<file path="config.mk">
export PLATFORM = sky130hd
export DESIGN_NAME = uart_tx_configurable
export DESIGN_NICKNAME = d
export VERILOG_FILES = /design/src/rtl/uart_tx_configurable.sv
export SDC_FILE = /design/constraint.sdc
export NUM_CORES = 1
export LEC_CHECK = 0
export CAP_MARGIN = 10
export CORE_MARGIN = 2
export CORE_UTILIZATION = 50
export DETAILED_ROUTE_END_ITERATION = 12
export HOLD_SLACK_MARGIN = 0.03
export PLACE_DENSITY = 0.7
export SKIP_CTS_REPAIR_TIMING = 1
export SLEW_MARGIN = 30
export SYNTH_ARGS = -nofsm -noshare
export SYNTH_HDL_FRONTEND = slang
export SYNTH_SLANG_ARGS = --single-unit
</file>
<file path="constraint.sdc">
create_clock -name clk -period 3.6 [get_ports clk]
set_input_delay 0.9 -clock clk [delete_from_list [all_inputs] [get_ports clk]]
set_output_delay 0.9 -clock clk [all_outputs]
set_load 0.005 [all_outputs]
</file>
<file path="src/rtl/uart_tx_configurable.sv">
// UART transmitter: accepts one word per valid/ready handshake and frames it as
// start bit, LSB-first data, optional parity and one or two stop bits.
module uart_tx_configurable #(
  parameter int CLKS_PER_BIT = 434,
  parameter int DATA_BITS    = 8,
  parameter int PARITY       = 0,
  parameter int STOP_BITS    = 1
) (
  input  logic                 clk,
  input  logic                 i_reset_n,
  input  logic [DATA_BITS-1:0] i_data,
  input  logic                 i_valid,
  output logic                 o_ready,
  output logic                 o_tx,
  output logic                 o_busy,
  output logic                 o_done
);

  localparam int BW = (CLKS_PER_BIT > 1) ? $clog2(CLKS_PER_BIT) : 1;
  localparam int IW = $clog2(DATA_BITS);
  localparam logic [BW-1:0] BAUD_LAST = BW'(CLKS_PER_BIT - 1);
  localparam logic [IW-1:0] DATA_LAST = IW'(DATA_BITS - 1);
  localparam logic [IW-1:0] STOP_LAST = IW'(STOP_BITS - 1);

  localparam logic [2:0] S_IDLE  = 3'd0;
  localparam logic [2:0] S_START = 3'd1;
  localparam logic [2:0] S_DATA  = 3'd2;
  localparam logic [2:0] S_PAR   = 3'd3;
  localparam logic [2:0] S_STOP  = 3'd4;

  logic [2:0]           state_q, state_d;
  logic [BW-1:0]        baud_q, baud_d;
  logic [IW-1:0]        idx_q, idx_d;
  logic [DATA_BITS-1:0] shift_q, shift_d;
  logic                 par_q, par_d;
  logic                 tx_q, tx_d;
  logic                 done_q, done_d;
  logic                 bit_end, stop_last, accept;

  // Odd parity inverts the XOR-reduction so data ones plus parity is odd.
  function automatic logic parity_bit(input logic [DATA_BITS-1:0] w);
    return (^w) ^ (PARITY == 1);
  endfunction

  assign bit_end   = (baud_q == BAUD_LAST);
  assign stop_last = (state_q == S_STOP) && bit_end && (idx_q == STOP_LAST);
  assign o_ready   = (state_q == S_IDLE) || stop_last;
  assign accept    = i_valid && o_ready;

  always_comb begin
    state_d = state_q;
    baud_d  = bit_end ? '0 : baud_q + 1'b1;
    idx_d   = idx_q;
    shift_d = shift_q;
    par_d   = par_q;
    tx_d    = tx_q;
    done_d  = stop_last;
    case (state_q)
      S_IDLE: begin
        baud_d = '0;
        tx_d   = 1'b1;
      end
      S_START: begin
        if (bit_end) begin
          state_d = S_DATA;
          idx_d   = '0;
          tx_d    = shift_q[0];
        end
      end
      S_DATA: begin
        if (bit_end) begin
          if (idx_q == DATA_LAST) begin
            idx_d = '0;
            if (PARITY != 0) begin
              state_d = S_PAR;
              tx_d    = par_q;
            end else begin
              state_d = S_STOP;
              tx_d    = 1'b1;
            end
          end else begin
            idx_d   = idx_q + 1'b1;
            shift_d = shift_q >> 1;
            tx_d    = shift_q[1];
          end
        end
      end
      S_PAR: begin
        if (bit_end) begin
          state_d = S_STOP;
          idx_d   = '0;
          tx_d    = 1'b1;
        end
      end
      S_STOP: begin
        if (bit_end) begin
          if (idx_q == STOP_LAST) begin
            state_d = S_IDLE;
            idx_d   = '0;
            tx_d    = 1'b1;
          end else begin
            idx_d = idx_q + 1'b1;
          end
        end
      end
      default: begin
        state_d = S_IDLE;
        idx_d   = '0;
        tx_d    = 1'b1;
      end
    endcase
    // A handshake in IDLE or in the final stop cycle starts the next frame directly.
    if (accept) begin
      state_d = S_START;
      baud_d  = '0;
      idx_d   = '0;
      shift_d = i_data;
      par_d   = parity_bit(i_data);
      tx_d    = 1'b0;
    end
  end

  always_ff @(posedge clk or negedge i_reset_n) begin
    if (!i_reset_n) begin
      state_q <= S_IDLE;
      baud_q  <= '0;
      idx_q   <= '0;
      tx_q    <= 1'b1;
      done_q  <= 1'b0;
    end else begin
      state_q <= state_d;
      baud_q  <= baud_d;
      idx_q   <= idx_d;
      tx_q    <= tx_d;
      done_q  <= done_d;
    end
  end

  always_ff @(posedge clk) begin
    shift_q <= shift_d;
    par_q   <= par_d;
  end

  assign o_tx   = tx_q;
  assign o_busy = (state_q != S_IDLE);
  assign o_done = done_q;

endmodule

</file>
Yosys cells after proc, flatten, opt, wreduce, memory -nomap -nowiden:

Index checks and enable logic that the tools add are counted.

* output and inout bits: 4
* logic and storage cells: 67
* bits of input ports: 11
* register bits after elaboration: 25

* $add $sub $neg: 2
* mux-type cells: 30
* equality and inequality tests: 15
* reduce and logical (&&, ||, !) cells: 14

Operators by type and width (number)
* $mux W3: 13
* $mux W8: 4
* $mux W9: 3
* $ne A3 B3 Y1 const B: 5
* $pmux W3 S5: 1
* $pmux W3 S4: 1
* $add A9 B1 Y9 const B: 1
* $eq A9 B9 Y1 const B: 1
* $mux W1: 7
* $reduce_and A7 Y1: 1
* $eq A3 B2 Y1 const B: 2
* $eq A3 B3 Y1 const B: 2
* $logic_not A3 Y1: 2
* $reduce_and A5 Y1: 1
* $ne A2 B2 Y1 const B: 2
* $pmux W1 S4: 1
* $reduce_and A4 Y1: 1
* $reduce_bool A2 Y1: 2
* $add A3 B1 Y3 const B: 1
* $eq A3 B1 Y1 const B: 1
* $logic_and A1 B1 Y1: 3
* $ne A3 B1 Y1 const B: 1
* $ne A3 B2 Y1 const B: 1
* $reduce_and A3 Y1: 1
* 3 further kinds: 3

Longest topological paths before layout:

* depth in word-level cells: 7
* mapped depth: 7
* depth with buffers taken out: 6

Least setup slack after synthesis:

OpenSTA, ideal clock, no wires.

* path kind: reg-to-reg
* start: register baud_q[3]
* end: register shift_q[0] (enable)
* arrival time: 2.432 ns
* data required time: 3.202 ns
* setup slack: 0.770 ns
* cell stages (with the launch flop): 6
* period minus slack after synthesis: 2.830 ns
* cells stage by stage: dfrtp_1 -> or4b_1 -> buf_2 -> or2_1 -> clkbuf_1 -> o41ai_1

* longest elaborated chain between the ends: 7
* elaborated cells between the ends (all ways): 9
* those cells by class: eq/ne (2); reduce/logical (7)

RTL lines
* start, declared: line 32 `logic [BW-1:0] baud_q, baud_d;`
* start signal, assigned: line 132 `baud_q <= baud_d;`
* $eq A9 B9 Y1 (*): line 45 `assign bit_end = (baud_q == BAUD_LAST);`
* $logic_and A1 B1 Y1 (2 in series): line 46 `assign stop_last = (state_q == S_STOP) && bit_end && (idx_q == STOP_LAST);`
* $logic_or A1 B1 Y1: line 47 `assign o_ready = (state_q == S_IDLE) || stop_last;`
* $logic_and A1 B1 Y1: line 48 `assign accept = i_valid && o_ready;`
* $ne A2 B2 Y1 (no line) / $reduce_bool A2 Y1 (equally long branches)
* $reduce_and A3 Y1 (no line) (*)
* end signal, assigned: line 140 `shift_q <= shift_d;`
* end, declared: line 34 `logic [DATA_BITS-1:0] shift_q, shift_d;`

Every way passes the cells marked *; elsewhere a longest branch is shown, timed or not.
A chain may end at the register's enable or synchronous reset.

Worst setup path in the final report:

* start: register baud_q[3]
* end: output o_ready

* longest elaborated chain between the ends: 4

RTL lines
* $eq A9 B9 Y1: line 45
* $logic_and A1 B1 Y1 (2 in series): line 46
* $logic_or A1 B1 Y1: line 47
* end, declared: line 13 `output logic o_ready,`

No other way between the ends.

==> key figures <==
Logic synthesis
  – Synth Cell Area: 1330 um^2
  – Mean Syn Cell Area: 11.1 um^2
  – Net Count, Synth: approximately 140
  – Main flop type after synthesis: dfrtp_1
  – Synthesis Warnings: 0
  – Synth cell count leaders: dfrtp_1 (16), nor2_1 (16), edfxtp_1 (8)
  – Dominant cell type by area after synthesis: dfrtp_1
  – Seq/Total Area, Yosys: 0.502
  – Async set-reset flop share out of synthesis: 0.680
  – Post-Synthesis Cells: 120
  – EDFF count, synth: 8
  – Ranking of synthesized cells by area: dfrtp_1 (30%), edfxtp_1 (18%), mux2_2 (5.9%)
  – Yosys reg bits: 25
  – Share of the synthesized area in the top cell type: 0.301
  – Synth cell types: 40

Route
  – First-pass iteration count of the detailed router: 4
  – Drt first-iter violations: 24
  – Routed via count: 916
  – M1 WL: 1060 um
  – Met3 Routed Length: 38 um
  – DR vias/cell: 5.59
  – WL/cell: 14.2 um
  – Met2 WL: 1210 um
  – Routed WL: 2330 um
  – Top Layer Used: met4
  – Residual DRC: 0
  – Post-route ant nets: 0

CTS
  – CTS buffer count: 3
  – Clock sinks: 25
  – Root buf cell: clkbuf_4
  – TritonCTS clock tree: built
  – Clock-pin slew on the worst setup and hold paths: 0.13 ns
  – Clock buffer depth: 2
  – Worst skew pair latency: 0.31 ns
  – CTS H-tree depth: 1

Timing
  – Setup Skew: ~0.0042 ns
  – RSZ-0062 raised after global routing: no
  – Slew Viols, Final: 0
  – Final Hold Fails: 0
  – Worst Tran Pin Value: 0.747 ns
  – Max frequency: 299 MHz
  – Final Cycle Share: 0.929
  – Final Setup Violations: 0
  – Rel. slew slack: 0.501
  – Setup TNS: 0 ns
  – WHS: 0.546 ns
  – Crit path time final: 3.35 ns

Floorplanning
  – Vert. Die Dim: 55.6 um
  – Core Area: 2500 um^2
  – Initial core utilization: 0.532
  – Die Wd: approximately 56 um
  – Top Ports: 15
  – Row Count: 18
  – Die footprint: 3090 um^2

Final layout
  – Antenna Cells: 0
  – # nets final: 151
  – Finished Core Util: 0.608
  – Layout cells sized above 1: 0.134
  – Layout area overhead: 14.4%

Setup path
  – Top Family by Delay on Critical Path: simple AND/OR/NAND/NOR gates
  – CP cell instances: or4b_1 > o31ai_4 > and2_1 > clkdlybuf4s50_1
  – Worst R2R Setup Slack: 1.29 ns
  – Critical Path RT: roughly 2.7 ns
  – Critical path arrival: between 2 and 2.5 ns
  – Critical path endpoint category: primary output
  – Critical path class: flop to primary output
  – CP bufs+invs: 1
  – Max Fanout on Critical Path: 7
  – Crit-path max cell delay: 0.68 ns
  – Crit path launch type: flop
  – CP max stage cell: or4b_1

Power and ir drop
  – Pwr/cell area: 395 nW/um^2
  – Leakage: 0.596 nW
  – VDD IR max: between 0.3 and 0.4 mV

Placement
  – Count of port buffers added during placement: 14
  – DP HPWL: 1820 um
  – Final RePlAce weighted congestion: roughly 0.85

Global route
  – GRT overflow: 0
  – Vias in the first global route: 988
  – Initial antenna violation count: 0
  – GRT Util Overall: 0.173
  – First-pass GRT wire length: 4240 um
  – Largest net degree at the start of global routing: 18

Hold path
  – Hold WC Path Type: flop to flop

Run
  – Max cap viols: 0

Run status
  – Status: completed
registers in the layout, indices dropped and copies added (netlist names):
| name | cells |
|---|---|
| baud_q | 9 |
| shift_q | 8 |
| idx_q | 3 |
| state_q | 3 |
| o_done | 1 |
| o_tx | 1 |
final timing paths:
check | start | end | depth (start not counted)
worst max-delay path | baud_q[3] | o_ready | 4
worst min-delay path | baud_q[0] | baud_q[0] | 1
worst max register to register | baud_q[3] | shift_q[4] | 4
worst min register to register | baud_q[0] | baud_q[0] | 1
max in group asynchronous | i_reset_n | baud_q[1] | 1
min in group asynchronous | i_reset_n | state_q[1] | 1
worst register-to-register path: stages, from the launching register on:
cell,delay (ns)
dfrtp_1,0.45
or4b_1,0.68
or2_1,0.36
o41ai_1,0.33
buf_4,0.23
metal layers:
layer | up-vias | track usage
met1 | 450 | 0.214
met4 | 0 | 0.0732
met5 | - | 0
met3 | 4 | 0.0304
li1 | 455 | -
met2 | 7 | 0.296
cell type report:
type                       instances  area, um^2
tap                               30        37.5
timing repair buffer              15         148
sequential                        25         667
inverter                           5        18.8
fill                             216         980
clock buffer                       4        26.3
multi-input combinational         85         623
per-stage QoR:
step	setup slack (ns)	total power [mW]	instances	cell area [um^2]
after floorplan	0.770	0.435	120	1330
after CTS	0.244	0.608	164	1520
after global routing	0.164	0.641	164	1520
after detailed placement	0.605	0.486	160	1490
final	0.254	0.601	164	1520
after global placement	0.625	0.479	160	1490
where the power goes:
group,internal (mW),switching [mW],total [mW]
clock network,0.0432,0.0784,0.122
registers,0.329,0.0347,0.364
logic,0.0632,0.0522,0.115
placed cells by master, fill, tap and decap left out, drive strengths merged, types with 2 or more instances in the layout:
cell type      count
and3               4
nand3              4
nand2              3
clkdlybuf4s50     14
a21oi              6
nand4              2
dfrtp             16
xor2               2
ha                 5
o31ai              3
nand2b             3
or2                3
xnor2              6
edfxtp             8
a211oi             2
o21ai              2
and2               2
clkbuf             4
nand3b             2
inv                5
nor2              16
mux2               8
logic make-up after synthesis:
kind of cell | after synthesis | share of synthesized area
adders and majority gates | 6 | 0.0546
DFF | 25 | 0.502
muxes | 8 | 0.0678
buffers and inverters | 10 | 0.0292
AOI/OAI and AO/OA | 19 | 0.110
xor gates and xnor gates | 8 | 0.0527
and+or+nand+nor | 44 | 0.184
(Power assumes the default switching activity.)
